==> src/rtl/aline_readout_if.sv <==
`default_nettype none
// ------------------------------------------------------------------
// aline_readout_if : sample-RAM read port and output word stream. Rev 1.0
// ------------------------------------------------------------------
interface aline_readout_if;
  logic [10:0] ram_rd_addr;
  logic [13:0] ram_rd_data;
  logic [15:0] out_data;
  logic        out_valid;
  logic        out_sop;
  logic        out_eop;
  logic        out_ready;

  modport master (
    output ram_rd_addr,
    input  ram_rd_data,
    output out_data,
    output out_valid,
    output out_sop,
    output out_eop,
    input  out_ready
  );

  modport slave (
    input  ram_rd_addr,
    output ram_rd_data,
    input  out_data,
    input  out_valid,
    input  out_sop,
    input  out_eop,
    output out_ready
  );
endinterface
`default_nettype wire

==> src/rtl/aline_readout.sv <==
`default_nettype none
// ------------------------------------------------------------------
// aline_readout : streams one A-line from sample RAM per acq_busy fall.
// ALINE_HEADER_EN adds a leading header word per A-line. Rev 1.0
// ------------------------------------------------------------------
module aline_readout #(
  parameter logic [10:0] NSAMPLES = 11'd1170,
  parameter int          RD_LAT   = 2
) (
  input  wire logic       ADC_data_out_clk,
  input  wire logic       global_reset_n,
  input  wire logic       acq_busy,
  aline_readout_if.master bus,
  output logic            rd_busy,
  output logic [15:0]     aline_count,
  output logic [7:0]      drop_count,
  output logic            overrun
);

  localparam int DEPTH = RD_LAT + 2;
  localparam int PW    = $clog2(DEPTH);
  localparam int CW    = $clog2(DEPTH + 1);
  localparam logic [CW-1:0] CREDIT_LIMIT = CW'(DEPTH);
  localparam logic [PW-1:0] PTR_LAST     = PW'(DEPTH - 1);
  localparam logic [10:0]   LAST_SAMPLE  = NSAMPLES - 11'd1;

  localparam logic [1:0] IDLE  = 2'd0;
  localparam logic [1:0] HDR   = 2'd1;
  localparam logic [1:0] READ  = 2'd2;
  localparam logic [1:0] DRAIN = 2'd3;

  logic [1:0]        state_q, state_d;
  logic              acq_busy_q;
  logic [10:0]       addr_q, addr_d;
  logic [RD_LAT-1:0] pipe_q, pipe_d;
  logic [CW-1:0]     credit_q, credit_d;
  logic [13:0]       fifo_mem_q [DEPTH];
  logic [PW-1:0]     wr_ptr_q, wr_ptr_d, rd_ptr_q, rd_ptr_d;
  logic [CW-1:0]     fifo_cnt_q, fifo_cnt_d;
  logic [10:0]       ld_cnt_q, ld_cnt_d;
  logic [15:0]       out_data_q, out_data_d;
  logic              out_valid_q, out_valid_d;
  logic              out_sop_q, out_sop_d;
  logic              out_eop_q, out_eop_d;
  logic [15:0]       aline_cnt_q, aline_cnt_d;
  logic [7:0]        drop_cnt_q, drop_cnt_d;
  logic              overrun_q, overrun_d;

  logic        ready_evt, drop_evt, xfer, out_free;
  logic        issue, issue_last, ret, fifo_empty;
  logic        pop, bypass, fifo_wr, ld_sample, eop_done;
  logic [13:0] sample;

  assign ready_evt  = acq_busy_q & ~acq_busy;
  assign drop_evt   = ready_evt & (state_q != IDLE);
  assign xfer       = out_valid_q & bus.out_ready;
  assign out_free   = ~out_valid_q | bus.out_ready;
  assign issue      = (state_q == READ) && (credit_q < CREDIT_LIMIT);
  assign issue_last = issue && (addr_q == LAST_SAMPLE);
  assign ret        = pipe_q[RD_LAT-1];
  assign fifo_empty = (fifo_cnt_q == '0);
  // Returning data bypasses the FIFO only when nothing older is queued.
  assign pop        = out_free & ~fifo_empty;
  assign bypass     = ret & out_free & fifo_empty;
  assign fifo_wr    = ret & ~bypass;
  assign ld_sample  = pop | bypass;
  assign sample     = pop ? fifo_mem_q[rd_ptr_q] : bus.ram_rd_data;
  assign eop_done   = xfer & out_eop_q;

  always_ff @(posedge ADC_data_out_clk or negedge global_reset_n) begin
    if (!global_reset_n) state_q <= IDLE;
    else                 state_q <= state_d;
  end

  always_comb begin
    state_d = state_q;
    case (state_q)
      IDLE: begin
        if (ready_evt) begin
`ifdef ALINE_HEADER_EN
          state_d = HDR;
`else
          state_d = READ;
`endif
        end
      end
      HDR: begin
`ifdef ALINE_HEADER_EN
        if (xfer) state_d = READ;
`else
        state_d = IDLE;
`endif
      end
      READ:    if (issue_last) state_d = DRAIN;
      DRAIN:   if (eop_done) state_d = IDLE;
      default: state_d = IDLE;
    endcase
  end

  always_comb begin
    addr_d      = addr_q;
    credit_d    = credit_q + CW'(issue) - CW'(pop | bypass);
    wr_ptr_d    = wr_ptr_q;
    rd_ptr_d    = rd_ptr_q;
    fifo_cnt_d  = fifo_cnt_q + CW'(fifo_wr) - CW'(pop);
    ld_cnt_d    = ld_cnt_q;
    out_data_d  = out_data_q;
    out_valid_d = out_valid_q;
    out_sop_d   = out_sop_q;
    out_eop_d   = out_eop_q;
    aline_cnt_d = aline_cnt_q;
    drop_cnt_d  = drop_cnt_q;
    overrun_d   = overrun_q;

    if (state_q == IDLE)  addr_d = '0;
    else if (issue_last)  addr_d = '0;
    else if (issue)       addr_d = addr_q + 11'd1;

    pipe_d[0] = issue;
    for (int i = 1; i < RD_LAT; i++) pipe_d[i] = pipe_q[i-1];

    if (fifo_wr) wr_ptr_d = (wr_ptr_q == PTR_LAST) ? '0 : wr_ptr_q + PW'(1);
    if (pop)     rd_ptr_d = (rd_ptr_q == PTR_LAST) ? '0 : rd_ptr_q + PW'(1);

    if (xfer) begin
      out_valid_d = 1'b0;
      out_sop_d   = 1'b0;
      out_eop_d   = 1'b0;
    end
    if (ld_sample) begin
      out_valid_d = 1'b1;
      out_data_d  = {2'b00, sample};
`ifdef ALINE_HEADER_EN
      out_sop_d   = 1'b0;
`else
      out_sop_d   = (ld_cnt_q == 11'd0);
`endif
      out_eop_d   = (ld_cnt_q == LAST_SAMPLE);
      ld_cnt_d    = ld_cnt_q + 11'd1;
    end
`ifdef ALINE_HEADER_EN
    if ((state_q == HDR) && !out_valid_q) begin
      out_valid_d = 1'b1;
      out_data_d  = {2'b10, aline_cnt_q[13:0]};
      out_sop_d   = 1'b1;
      out_eop_d   = 1'b0;
    end
`endif
    if (state_q == IDLE) ld_cnt_d = '0;

    if (eop_done) aline_cnt_d = aline_cnt_q + 16'd1;
    if (drop_evt) begin
      if (drop_cnt_q != 8'hFF) drop_cnt_d = drop_cnt_q + 8'd1;
      overrun_d = 1'b1;
    end
  end

  always_ff @(posedge ADC_data_out_clk or negedge global_reset_n) begin
    if (!global_reset_n) begin
      acq_busy_q  <= 1'b0;
      addr_q      <= '0;
      pipe_q      <= '0;
      credit_q    <= '0;
      wr_ptr_q    <= '0;
      rd_ptr_q    <= '0;
      fifo_cnt_q  <= '0;
      ld_cnt_q    <= '0;
      out_data_q  <= '0;
      out_valid_q <= 1'b0;
      out_sop_q   <= 1'b0;
      out_eop_q   <= 1'b0;
      aline_cnt_q <= '0;
      drop_cnt_q  <= '0;
      overrun_q   <= 1'b0;
    end else begin
      acq_busy_q  <= acq_busy;
      addr_q      <= addr_d;
      pipe_q      <= pipe_d;
      credit_q    <= credit_d;
      wr_ptr_q    <= wr_ptr_d;
      rd_ptr_q    <= rd_ptr_d;
      fifo_cnt_q  <= fifo_cnt_d;
      ld_cnt_q    <= ld_cnt_d;
      out_data_q  <= out_data_d;
      out_valid_q <= out_valid_d;
      out_sop_q   <= out_sop_d;
      out_eop_q   <= out_eop_d;
      aline_cnt_q <= aline_cnt_d;
      drop_cnt_q  <= drop_cnt_d;
      overrun_q   <= overrun_d;
    end
  end

  // Storage only; emptiness is tracked by fifo_cnt_q.
  always_ff @(posedge ADC_data_out_clk) begin
    if (fifo_wr) fifo_mem_q[wr_ptr_q] <= bus.ram_rd_data;
  end

  assign bus.ram_rd_addr = addr_q;
  assign bus.out_data    = out_data_q;
  assign bus.out_valid   = out_valid_q;
  assign bus.out_sop     = out_sop_q;
  assign bus.out_eop     = out_eop_q;
  assign rd_busy         = (state_q != IDLE);
  assign aline_count     = aline_cnt_q;
  assign drop_count      = drop_cnt_q;
  assign overrun         = overrun_q;

endmodule
`default_nettype wire

==> src/flat_wrapper.sv <==
// flat-port wrapper written by rule: the top's interface ports become plain ports
module aline_readout_flat 
#(
  parameter logic [10:0] NSAMPLES = 11'd1170,
  parameter int          RD_LAT   = 2
)
  (ADC_data_out_clk, global_reset_n, acq_busy, rd_busy, aline_count, drop_count, overrun, bus_ram_rd_addr, bus_ram_rd_data, bus_out_data, bus_out_valid, bus_out_sop, bus_out_eop, bus_out_ready);
  aline_readout_if bus_i ();
  input  wire logic ADC_data_out_clk;
  input  wire logic global_reset_n;
  input  wire logic acq_busy;
  output logic rd_busy;
  output logic [15:0] aline_count;
  output logic [7:0] drop_count;
  output logic overrun;
  output wire logic [$bits(bus_i.ram_rd_addr)-1:0] bus_ram_rd_addr;
  input wire logic [$bits(bus_i.ram_rd_data)-1:0] bus_ram_rd_data;
  output wire logic [$bits(bus_i.out_data)-1:0] bus_out_data;
  output wire logic [$bits(bus_i.out_valid)-1:0] bus_out_valid;
  output wire logic [$bits(bus_i.out_sop)-1:0] bus_out_sop;
  output wire logic [$bits(bus_i.out_eop)-1:0] bus_out_eop;
  input wire logic [$bits(bus_i.out_ready)-1:0] bus_out_ready;
  assign bus_ram_rd_addr = bus_i.ram_rd_addr;
  assign bus_i.ram_rd_data = bus_ram_rd_data;
  assign bus_out_data = bus_i.out_data;
  assign bus_out_valid = bus_i.out_valid;
  assign bus_out_sop = bus_i.out_sop;
  assign bus_out_eop = bus_i.out_eop;
  assign bus_i.out_ready = bus_out_ready;
  aline_readout #(.NSAMPLES(NSAMPLES), .RD_LAT(RD_LAT)) u_core (.ADC_data_out_clk(ADC_data_out_clk), .global_reset_n(global_reset_n), .acq_busy(acq_busy), .bus(bus_i), .rd_busy(rd_busy), .aline_count(aline_count), .drop_count(drop_count), .overrun(overrun));
endmodule
==> config.mk <==
export PLATFORM = sky130hd
export DESIGN_NAME = aline_readout_flat
export DESIGN_NICKNAME = d
export VERILOG_FILES = /design/src/rtl/aline_readout_if.sv /design/src/rtl/aline_readout.sv /design/src/flat_wrapper.sv
export SDC_FILE = /design/constraint.sdc
export NUM_CORES = 1
export LEC_CHECK = 0
export ABC_AREA = 1
export CAP_MARGIN = 0
export CELL_PAD_IN_SITES_DETAIL_PLACEMENT = 0
export CELL_PAD_IN_SITES_GLOBAL_PLACEMENT = 1
export CORE_MARGIN = 2
export CORE_UTILIZATION = 47
export DETAILED_ROUTE_END_ITERATION = 8
export HOLD_SLACK_MARGIN = 0.03
export PLACE_DENSITY_LB_ADDON = 0.25
export SYNTH_ARGS = -nofsm -noshare
export SYNTH_HDL_FRONTEND = slang
export SYNTH_SLANG_ARGS = --single-unit
export TNS_END_PERCENT = 100
==> constraint.sdc <==
create_clock -name ADC_data_out_clk -period 5.55 [get_ports ADC_data_out_clk]
set_input_delay 0.8325 -clock ADC_data_out_clk [delete_from_list [all_inputs] [get_ports ADC_data_out_clk]]
set_output_delay 0.8325 -clock ADC_data_out_clk [all_outputs]
set_load 0.03 [all_outputs]
Word-level counts from Yosys, hierarchy flattened
Memories as Yosys holds them, arrays and structs flattened.
Cells that the tools add are included.
Widths: inputs -> output; s select.

word-level totals
  bits of input ports = 18
  memories kept = 1
  logic and storage cells = 83
  output and inout bits = 56
  bits in registers = 79
  memory bits (writable) = 56

operators by class
  equal/unequal tests = 11
  bitwise logic cells = 15
  add/sub/neg operators = 10
  magnitude comparators = 1
  reduce and logical (&&, ||, !) cells = 11
  muxes and demuxes = 18

memories
  memory             depth  width  rd ports  clocked after Yosys merged registers in  wr ports  RTL line             text
  u_core.fifo_mem_q  4      14     1         0                                        1         aline_readout.sv:37  logic [13:0] fifo_mem_q [DEPTH];

operator list
  operator               count
  $mux 11                5
  $add 11x1->11 const B  2
  $eq 11x11->1 const B   2
  $add 16x1->16 const B  1
  $mux 14                1
  $logic_not 11->1       1
  $mux 2                 5
  $add 8x1->8 const B    1
  $and 1x1->1            8
  $eq 2x2->1 const B     4
  $ne 8x8->1 const B     1
  $pmux 2 s4             1
  $add 3x1->3            2
  $mux 1                 6
  $ne 2x1->1 const B     3
  $reduce_bool 2->1      3
  $add 2x1->2 const B    2
  $not 1->1              4
  $logic_not 3->1        1
  $lt 3x3->1 const B     1
  $or 1x1->1             3
  $reduce_and 3->1       1
  $reduce_bool 3->1      1
  $sub 3x1->3            1
  5 further kinds        6

Longest topological paths before layout
Gate-level depths: netlist (run 1).

  word-level depth = 8
  gate-level depth with buffers = 11
  mapped depth without buffers = 10

Worst setup path before layout (run 1)
Ideal clock, no wire load.

  path kind = input to register
  start point = input bus_out_ready
  end point = register u_core.credit_q[2]
  cell stages on the path = 11
  setup slack = 2.958 ns
  library setup time = 0.129 ns
  arrival time = 2.464 ns
  path buffers = 1
  required time = 5.421 ns
  path through = inv_1 nand2_2 nand2_4 nand2_4 buf_4 ha_1 inv_1 ha_1 fa_1 xnor2_1 xor2_1

on the way
  cells in the longest elaborated chain, start to end = 5
  elaborated cells between the ends (all ways) = 6
  those cells by class = 1 x add/sub; 5 x bitwise

ends and longest elaborated chain
  what                       RTL line              text
  from (decl)                flat_wrapper.sv:22    input wire logic [$bits(bus_i.out_ready)-1:0] bus_out_ready;
  $or 1x1->1 (*)             aline_readout.sv:57   assign out_free = ~out_valid_q | bus.out_ready;
  $and 1x1->1 (2 in series)  aline_readout.sv:64   assign bypass = ret & out_free & fifo_empty;
  $or 1x1->1 (*)             aline_readout.sv:102  credit_d = credit_q + CW'(issue) - CW'(pop | bypass);
  $sub 3x3->3 (*)            aline_readout.sv:102
  net u_core.credit_d[2]     aline_readout.sv:36   logic [CW-1:0] credit_q, credit_d;
  to (signal assigned)       aline_readout.sv:179  credit_q <= credit_d;
  to (decl)                  aline_readout.sv:36

Mark *: on every way through the listed nets, which the timed path passes. The rest lies on a longest branch.
A chain may end at the register's enable or synchronous reset.

Worst setup path in the final report (run 1)
Same ends and word-level chain as after synthesis.

==> results of run 1 <==
-- sequential cells by signal, indices dropped and copies added, names as in the netlist, 3 cells and up --
name                    flops
u_core.credit_q             3
u_core.aline_count         16
u_core.fifo_cnt_q           3
u_core.ld_cnt_q            11
u_core.drop_count           8
u_core.bus.out_data        14
u_core.fifo_mem_q          56
u_core.bus.ram_rd_addr     11
-- critical path, stage by stage --
cell	delay, ns
clkdlybuf4s50_1	0.49
inv_1	0.10
nand2_2	0.10
nand2_4	0.16
nand2_4	0.28
ha_1	0.41
inv_1	0.04
ha_1	0.18
fa_1	0.37
xnor2_1	0.17
xor2_1	0.17
-- logic make-up (layout without fill, tap and decap cells) --
group | after synthesis | count (layout) | share of synthesized area
AOI/OAI and AO/OA | 82 | 82 | 0.0731
xor gates and xnor gates | 29 | 29 | 0.0416
adders and majority gates | 17 | 17 | 0.0363
buffers and inverters | 85 | 171 | 0.0618
DFF | 135 | 135 | 0.582
muxes | 1 | 1 | 0.00179
other | 1 | 2 | 0.000597
and+or+nand+nor | 291 | 291 | 0.202
-- synthesized netlist by cell type (2+ instances only) --
cell type | number | share of area
nor2_1 | 111 | 0.066
o21ai_0 | 44 | 0.035
nor3_1 | 7 | 0.0056
buf_4 | 5 | 0.0060
o21ai_1 | 9 | 0.0072
nor2_2 | 3 | 0.0030
inv_1 | 62 | 0.037
fa_1 | 2 | 0.0064
a21oi_1 | 10 | 0.0080
edfxtp_1 | 56 | 0.27
clkbuf_1 | 3 | 0.0018
nand3_1 | 27 | 0.022
xor2_1 | 15 | 0.021
buf_2 | 7 | 0.0056
nand2_1 | 117 | 0.070
dfrtp_1 | 79 | 0.31
o211ai_1 | 10 | 0.012
nand4_1 | 9 | 0.0090
nand2_4 | 3 | 0.0054
o22ai_1 | 8 | 0.0080
xnor2_1 | 13 | 0.018
nand2_2 | 5 | 0.0050
buf_6 | 5 | 0.0090
ha_1 | 15 | 0.030
-- final cells by class --
type / count / area (µm²)
clock buffers: 21 / 460
inverters: 64 / 243
flip-flops and latches: 135 / 3660
fillers: 1162 / 5400
well taps: 176 / 220
clock inverters: 11 / 178
repair buffers: 75 / 738
multi-input cells: 422 / 2240
-- through the flow --
stage	hold slack (ns)	power (W)	area, µm²	worst slack, ns	utilization
detailed placement	0.341	0.00290	7100	2.13	0.540
CTS	0.355	0.00413	7740	2.55	0.589
global route	0.359	0.00436	7740	2.34	0.589
floorplan	0.331	0.00245	6280	2.96	-
global placement	0.332	0.00285	7100	2.17	0.540
finish	0.351	0.00408	7740	2.54	0.589
-- layer usage --
| layer | vias up | wire length, µm | share of wire | GRT usage |
|---|---|---|---|---|
| met3 | 15 | 625 | 0.049 | 0.0566 |
| li1 | 2241 | - | - | - |
| met2 | 100 | 6000 | 0.47 | 0.304 |
| met1 | 2159 | 5930 | 0.47 | 0.251 |
| met4 | 0 | 187 | 0.015 | 0.0691 |
| met5 | - | 0 | 0 | 0 |
-- path summary, 6_finish.rpt --
path,depth (start not counted),slack [ns],start,end
max,11,2.54,bus_out_ready,u_core.credit_q[2]$_DFF_PN0_
min reg2reg,0,0.35,u_core.pipe_q[0]$_DFF_PN0_,u_core.pipe_q[1]$_DFF_PN0_
min,0,0.35,u_core.pipe_q[0]$_DFF_PN0_,u_core.pipe_q[1]$_DFF_PN0_
max in group asynchronous,1,4.29,global_reset_n,u_core.bus.out_data[4]$_DFFE_PN0N_
min in group asynchronous,1,0.60,global_reset_n,u_core.bus.out_data[13]$_DFFE_PN0N_
max reg2reg,10,2.73,u_core.fifo_cnt_q[1]$_DFF_PN0_,u_core.credit_q[2]$_DFF_PN0_
-- power by group through the flow --
| stage | Clock, W | Combinational [W] | Sequential, W |
|---|---|---|---|
| floorplan | 0 | 0.000806 | 0.00165 |
| global placement | 0 | 0.00131 | 0.00154 |
| detailed placement | 0 | 0.00135 | 0.00155 |
| CTS | 0.00124 | 0.00136 | 0.00153 |
| global route | 0.00128 | 0.00151 | 0.00157 |
| finish | 0.00121 | 0.00133 | 0.00153 |
==> out/results.ini, run 1 <==
[timing]
tns_ns=0
final_max_slew_viol_count=0
hold_violations=0
worstMarginPinSlew_ns=1.03
period_minus_slack_ns=3.01
finClkSkew_ns=0.00456
rsz0062_at_grt=false
relSlewSlack=0.314
setup_viol=0
post-route-period-util=0.542
fmax_mhz=332

[floorplan]
core_mm2=0.0131
ios=74
start_util=0.478
chipHeight_um=120
floorplan.rows=42
die_area_mm2=0.0143
die_w_um=120

[cts]
cts_hold_buf=0
cts_root_buffer=clkbuf_16
clock_sinks=135
htree_num_levels=4
clock_latency_ns=0.41
cts_tree=built
cts_resized=0
cts_max_path_buffers=2
cts_setup_buffers=0
cts.clk_slew.worst_paths_ns=0.06
cts_buffers=17

[global_route]
grt_pass1_vias=4427
grt_pass1_wl_um=21400
track_usage=0.191
antenna_found_initial=0
grt_max_degree=80
gr-total-overflow=0

[layout]
area_delta_synth_final_pct=23.2
final_cell_count_no_fill=904
post_route_cells_drive_above_1_share=0.0755
fin_nets=750
layout_common_cells=nand2_1, nor2_1, dfrtp_1
antenna_cells=0
final_common_cell=nand2_1

[critical_path]
startpoint_type=input pin
path_class=input pin to register
crit_arrival_ns=3.34
cp-end-kind=register
cp.required_ns=5.88
worstPathMaxFanout=43

[power_and_ir_drop]
p_int_w=0.00263
p_seq_frac=0.376
p_clk_frac=0.298
leakage_nw=3.37
ir_worst_vdd_mv=0.271
swShare=0.356
power.share.combinational=0.327
pwr_density_cell_mw_per_mm2=527
power_switching_w=0.00145

[placed_design]
place_inst=872
hpwl_um=8120
gp_congestion=0.795
numPortBuffers=71

[synth]
synth-warning-count=0
synth_cell_type_count=40
async_flop_share=0.585
synth-edff-count=56
syn_area_per_cell_um2=9.80
synth_area_mm2=0.00628
synth_seq_area_share=0.582
syn_inst=641
ys_ff_latch=135
synthFlopType=dfrtp_1

[status]
status=finished, final reports clean

[min_path]
hp-class=register to register

[detailed_routing]
viasPerCell=4.99
drtIter0Drc=306
firstDrtPassIters=5
drc=0
num_vias=4515
wl_um=12700
detail-route-antenna-nets=0
avgRoutedWirePerCell_um=14.1

[flow_run]
drv_cap=0

Power figures use the tool's default switching activity.
==> inputs of run 2 (changes only) <==
Settings changed: CORE_UTILIZATION 47 to 43.
Clock period 5.55 ns to 2.79 ns, I/O delays scaled along.
==> run 2 against run 1 <==
  * The run now ends with hold timing left
  * Hold slack worse by 0.38 ns
  * Register-to-register slack worse by 2.1 ns
  * Via count is 0.62% higher
  * Design area hardly changed
  * Core utilization is 5.3 points lower
==> out/results.ini, run 2 (synthesized netlist as in run 1, its figures left out) <==
[timing]
tns_ns=0  ; unchanged
setup_viol=0  ; unchanged
whs_ns=-0.0334  ; was 0.351 ns
post-route-period-util=0.779
finClkSkew_ns=0.00776  ; was 0.00456 ns
rsz0062_at_grt=false  ; unchanged
final_max_slew_viol_count=0  ; unchanged
fmax_mhz=460
worstMarginPinSlew_ns=0.798  ; was 1.03 ns
relSlewSlack=0.468  ; was 0.314
period_minus_slack_ns=2.17
hold_violations=7  ; was 0

[floorplan]
core_mm2=0.0144  ; was 0.0131 mm²
start_util=0.435  ; was 0.478
die_area_mm2=0.0156  ; was 0.0143 mm²
floorplan.rows=44  ; was 42
ios=74  ; unchanged
chipHeight_um=125  ; was 120 µm
die_w_um=125  ; was 120 µm

[placed_design]
placed_area_mm2=0.00717  ; was 0.00710 mm²
numPortBuffers=71  ; unchanged
hpwl_um=8380  ; was 8120 µm
gp_congestion=0.780  ; was 0.795
place_inst=886  ; was 872

[cts]
cts_max_path_buffers=2  ; unchanged
cts_setup_buffers=0  ; unchanged
cts_buffers=17  ; unchanged
cts_resized=0  ; unchanged
cts_tree=built  ; unchanged
htree_num_levels=4  ; unchanged
cts.clk_slew.worst_paths_ns=0.06  ; about the same
cts_hold_buf=0  ; unchanged
clock_sinks=135  ; unchanged
cts_root_buffer=clkbuf_16  ; unchanged
clock_latency_ns=0.41  ; about the same

[detailed_routing]
avgRoutedWirePerCell_um=14.4  ; was 14.1 µm
viasPerCell=4.95  ; was 4.99
firstDrtPassIters=4  ; was 5
drc=0  ; unchanged
num_vias=4543  ; was 4,515
drtIter0Drc=288  ; was 306
wl_um=13200  ; was 12,700 µm
detail-route-antenna-nets=0  ; unchanged

[layout]
layout_common_cells=nand2_1, nor2_1, dfrtp_1  ; unchanged
final_cell_count_no_fill=918  ; was 904
largest_reg_flops=56  ; unchanged
area_delta_synth_final_pct=23.1  ; was 23.2%
fin_nets=756  ; was 750
utilization=0.536  ; was 0.589
final_common_cell=nand2_1  ; unchanged
largest_register=u_core.fifo_mem_q  ; unchanged
fin_area_mm2=0.00773  ; was 0.00774 mm²
post_route_cells_drive_above_1_share=0.0831  ; was 0.0755
fillerInstances=1279  ; was 1,162
antenna_cells=0  ; unchanged

[power_and_ir_drop]
leakage_nw=3.34  ; was 3.37 nW
power_switching_w=0.00295  ; was 0.00145 W
power.share.combinational=0.350  ; was 0.327
p_int_w=0.00494  ; was 0.00263 W
pwr_density_cell_mw_per_mm2=1020  ; was 527 mW/mm²
ir_worst_vdd_mv=0.561  ; was 0.271 mV
p_seq_frac=0.379  ; was 0.376
p_clk_frac=0.270  ; was 0.298
swShare=0.374  ; was 0.356

[critical_path]
cp-end-kind=register  ; unchanged
worstPathMaxFanout=8  ; was 43
startpoint_type=input pin  ; unchanged
reg2reg_slack_ns=0.63  ; was 2.73 ns
crit_arrival_ns=2.46  ; was 3.34 ns
cp.required_ns=3.08  ; was 5.88 ns
reg2regPathDepth=10  ; unchanged
path_class=input pin to register  ; unchanged
rr_startpoint=u_core.fifo_cnt_q[1]$_DFF_PN0_  ; unchanged
r2r-end=u_core.credit_q[2]$_DFF_PN0_  ; unchanged

[min_path]
hp-class=input pin to asynchronous set/reset pin  ; was register to register

[status]
status=complete, but fails checks  ; was finished, final reports clean
violations=hold timing

[global_route]
track_usage=0.182  ; was 0.191
grt_pass1_vias=4701  ; was 4,427
gr-total-overflow=0  ; unchanged
grt_pass1_wl_um=22600  ; was 21,400 µm
antenna_found_initial=0  ; unchanged
grt_max_degree=80  ; unchanged

[flow_run]
drv_cap=0  ; unchanged

-- run 2: changes by cell type in the layout (fill, tap and decap cells not counted) --
cell	delta
buf_12	+1
buf_4	+5
bufinv_16	-3
clkbuf_1	-1
clkbuf_8	-2
clkinv_1	+1
clkinv_2	-2
clkinv_4	+1
clkinvlp_4	+6
-- run 2: worst max path at each step --
stage	startpoint	end	slack, ns	depth (start not counted)
floorplan	u_core.bus.out_valid$_DFFE_PN0P_	u_core.credit_q[2]$_DFF_PN0_	0.43	10
global placement	bus_out_ready	u_core.credit_q[2]$_DFF_PN0_	0.22	11
detailed placement	bus_out_ready	u_core.credit_q[2]$_DFF_PN0_	0.17	11
CTS	bus_out_ready	u_core.credit_q[2]$_DFF_PN0_	0.61	11
global route	u_core.fifo_cnt_q[1]$_DFF_PN0_	u_core.credit_q[2]$_DFF_PN0_	0.44	10
finish	bus_out_ready	u_core.credit_q[2]$_DFF_PN0_	0.62	11
-- run 2: layout make-up --
| cell class | count | area (µm²) | area share |
|---|---|---|---|
| sequential | 135 | 3660 | 0.473 |
| multi-input combinational | 422 | 2240 | 0.290 |
| timing repair buffer | 81 | 796 | 0.103 |
| clock buffer | 18 | 429 | 0.0555 |
| inverter | 64 | 243 | 0.0314 |
| tap | 184 | 230 | 0.0298 |
| clock inverter | 14 | 135 | 0.0175 |
-- run 2: power by group through the flow --
stage	logic (W)	registers, W	clock network, W
3_5_place_dp	0.00279	0.00303	0
6_report	0.00276	0.00300	0.00213
5_1_grt	0.00311	0.00307	0.00227
3_3_place_gp	0.00272	0.00300	0
2_1_floorplan	0.00160	0.00328	0
4_1_cts	0.00280	0.00300	0.00218
-- run 2: worst max-delay path, cell delays in order --
cell	delay [ns]
clkdlybuf4s50_1	0.48
inv_1	0.10
nand2_2	0.10
nand2_4	0.16
nand2_4	0.06
ha_1	0.27
inv_1	0.04
ha_1	0.18
fa_1	0.37
xnor2_1	0.14
xor2_1	0.14
-- run 2: stage by stage --
step	hold WS [ns]	setup WS (ns)	total power (W)
floorplan	0.123	0.432	0.00488
global placement	0.335	0.224	0.00572
global route	0.0713	0.439	0.00844
detailed placement	0.339	0.173	0.00581
CTS	0.0481	0.610	0.00798
finish	-0.0334	0.617	0.00789
-- run 2: metal layers --
layer | routed length, µm | global-route usage
met1 | 6090 | 0.234
met2 | 6380 | 0.298
met3 | 567 | 0.0528
met4 | 144 | 0.0588
met5 | 0 | 0
==> inputs of run 3 (changes only) <==
Settings changed: CORE_UTILIZATION 43 to 39.
Clock period 2.79 ns to 1.9 ns, I/O delays scaled along.
==> run 3 against run 2 <==
  * The run ends with setup timing left
  * Wire length grew 1.7%
  * Critical path depth down 1
  * Global-route usage is 1.1 points lower
  * Flip-flop and latch count stayed put
  * Register-to-register slack got worse by 0.73 ns
  * Power up 51%
  * Design area rose by 3.2%
  * Clock power increased by 41%
  * Largest cell class unchanged
  * Final cell count increased by 5.8%
  * Count of clock-buffer cells in the layout rose by 4
  * Worst setup slack lost 0.72 ns
==> out/results.ini, run 3 (synthesized netlist as in run 1, its figures left out) <==
[detailed_routing]
num_vias=4556  ; was 4,543
drc=0  ; unchanged
detail-route-antenna-nets=0  ; unchanged
wl_um=13400  ; was 13,200 µm
viasPerCell=4.69  ; was 4.95
firstDrtPassIters=4  ; unchanged
drtIter0Drc=285  ; was 288
avgRoutedWirePerCell_um=13.8  ; was 14.4 µm

[critical_path]
startpoint_type=register  ; was input pin
cp.required_ns=2.19  ; was 3.08 ns
critical-path-max-stage-delay_ns=0.40  ; was 0.48 ns
worstPathMaxFanout=2  ; was 8
r2r-end=u_core.credit_q[2]$_DFF_PN0_  ; unchanged
reg2reg_slack_ns=-0.10  ; was 0.63 ns
cp-end-kind=register  ; unchanged
cp_cell_sequence=nor2_2 > nand2_2 > nand2_4 > nand2_4 > ha_4 > inv_2 > ha_4 > fa_2 > xnor2_2 > xor2_1  ; was clkdlybuf4s50_1 > inv_1 > nand2_2 > nand2_4 > nand2_4 > ha_1 > inv_1 > ha_1 > fa_1 > xnor2_1 > xor2_1
path_class=register to register  ; was input pin to register
slowest_stage=dfrtp_1  ; was clkdlybuf4s50_1
crit_arrival_ns=2.30  ; was 2.46 ns
reg2regPathDepth=10  ; unchanged
rr_startpoint=u_core.fifo_cnt_q[0]$_DFF_PN0_  ; was u_core.fifo_cnt_q[1]$_DFF_PN0_

[power_and_ir_drop]
p_int_w=0.00745  ; was 0.00494 W
ir_worst_vdd_mv=0.779  ; was 0.561 mV
leakage_nw=3.56  ; was 3.34 nW
p_clk_frac=0.253  ; was 0.270
pwr_density_cell_mw_per_mm2=1490  ; was 1020 mW/mm²
p_seq_frac=0.364  ; was 0.379
power_switching_w=0.00443  ; was 0.00295 W
swShare=0.373  ; was 0.374
power.share.combinational=0.382  ; was 0.350

[cts]
cts.clk_slew.worst_paths_ns=0.06  ; about the same
cts_max_path_buffers=2  ; unchanged
cts_buffers=17  ; unchanged
htree_num_levels=4  ; unchanged
clock_sinks=135  ; unchanged
clock_latency_ns=0.42  ; was 0.41 ns
cts_tree=built  ; unchanged
cts_root_buffer=clkbuf_16  ; unchanged

[layout]
layout_common_cells=nand2_1, nor2_1, dfrtp_1  ; unchanged
utilization=0.504  ; was 0.536
post_route_cells_drive_above_1_share=0.125  ; was 0.0831
largest_reg_flops=56  ; unchanged
area_delta_synth_final_pct=27.1  ; was 23.1%
antenna_cells=0  ; unchanged
final_common_cell=nand2_1  ; unchanged
largest_register=u_core.fifo_mem_q  ; unchanged
fillerInstances=1425  ; was 1,279
fin_nets=777  ; was 756
final_cell_count_no_fill=971  ; was 918

[floorplan]
die_w_um=131  ; was 125 µm
ios=74  ; unchanged
floorplan.rows=46  ; was 44
start_util=0.397  ; was 0.435
core_mm2=0.0158  ; was 0.0144 mm²
die_area_mm2=0.0171  ; was 0.0156 mm²
chipHeight_um=131  ; was 125 µm

[flow_run]
drv_cap=0  ; unchanged

[timing]
setup_slack_ns=-0.101  ; was 0.617 ns
relSlewSlack=0.598  ; was 0.468
tns_ns=-0.108  ; was 0 ns
post-route-period-util=1.05
hold_violations=0  ; was 7
final_max_slew_viol_count=0  ; unchanged
period_minus_slack_ns=2.00
rsz0062_at_grt=true  ; was false
setup_viol=2  ; was 0
finClkSkew_ns=0.00677  ; was 0.00776 ns
worstMarginPinSlew_ns=0.603  ; was 0.798 ns
whs_ns=0.345  ; was -0.0334 ns
fmax_mhz=500

[status]
violations=setup timing  ; was hold timing
status=complete, but fails checks  ; unchanged

[min_path]
hp-start=acq_busy
hp-class=input pin to register  ; was input pin to asynchronous set/reset pin
hold_depth=1
min_delay_worst_endpoint=u_core.acq_busy_q$_DFF_PN0_

[placed_design]
place_inst=936  ; was 886
hpwl_um=8940  ; was 8380 µm
pre_cts_ws_ns=-0.393  ; was 0.173 ns
numPortBuffers=71  ; unchanged
gp_congestion=0.793  ; was 0.780

[global_route]
gr-total-overflow=0  ; unchanged
track_usage=0.171  ; was 0.182
grt_max_degree=43  ; was 80
grt_pass1_wl_um=22400  ; was 22,600 µm
antenna_found_initial=0  ; unchanged
grt_pass1_vias=4607  ; was 4,701

## run 3: worst max-delay path by stage
stage                                   startpoint                      endpoint  slack [ns]  depth (start not counted)
finish              u_core.fifo_cnt_q[0]$_DFF_PN0_  u_core.credit_q[2]$_DFF_PN0_       -0.10                         10
global route        u_core.fifo_cnt_q[0]$_DFF_PN0_  u_core.credit_q[2]$_DFF_PN0_       -0.22                         10
CTS                 u_core.fifo_cnt_q[0]$_DFF_PN0_  u_core.credit_q[2]$_DFF_PN0_       -0.08                         10
detailed placement                   bus_out_ready  u_core.credit_q[2]$_DFF_PN0_       -0.39                         11
global placement                     bus_out_ready  u_core.credit_q[2]$_DFF_PN0_       -0.33                         11
floorplan           u_core.fifo_cnt_q[1]$_DFF_PN0_  u_core.credit_q[2]$_DFF_PN0_       -0.25                         11
## run 3: metal layers
metal	part of all wire	routed length (µm)	vias to the layer above	track usage
li1	-	-	2294	-
met1	0.46	6220	2169	0.216
met2	0.48	6440	75	0.284
met3	0.038	510	18	0.0448
met4	0.017	232	0	0.0632
met5	0	0	-	0
## run 3: worst max-delay path: cells and delay by family (launching register included)
kind / cells / cell delay, ns
fa+ha+maj: 3 / 0.76
xor+xnor: 2 / 0.30
buf+inv: 1 / 0.03
simple gates: 4 / 0.39
flops: 1 / 0.40
## run 3: stage by stage
step,area [µm²],total power [W]
finish,7980,0.0119
global route,7980,0.0127
CTS,7930,0.0120
detailed placement,7380,0.00885
global placement,7380,0.00873
floorplan,6320,0.00725
## run 3: final cells by class
class | instances | area [µm²] | area share
Multi-Input combinational cell | 422 | 2290 | 0.287
Inverter | 64 | 243 | 0.0304
Clock inverter | 10 | 81.3 | 0.0102
Timing Repair Buffer | 102 | 981 | 0.123
Sequential cell | 135 | 3660 | 0.459
Clock buffer | 22 | 454 | 0.0569
Tap cell | 216 | 270 | 0.0339
## run 3: what timing repair did
| action | 4_1_cts | 5_1_grt |
|---|---|---|
| setup endpoints to repair | 6 | 9 |
| pin swaps | 2 | 2 |
| hold endpoints to repair | 39 | 0 |
| gates resized for setup | 6 | 11 |
| buffers inserted | 0 | 2 |
| hold buffers | 1 | 0 |
| cloned | 0 | 0 |
## run 3: power by group through the flow
stage / Combinational [W] / Clock [W] / Sequential, W
2_1_floorplan: 0.00243 / 0 / 0.00482
3_3_place_gp: 0.00439 / 0 / 0.00435
3_5_place_dp: 0.00449 / 0 / 0.00437
4_1_cts: 0.00454 / 0.00309 / 0.00433
5_1_grt: 0.00510 / 0.00322 / 0.00442
6_report: 0.00454 / 0.00301 / 0.00433
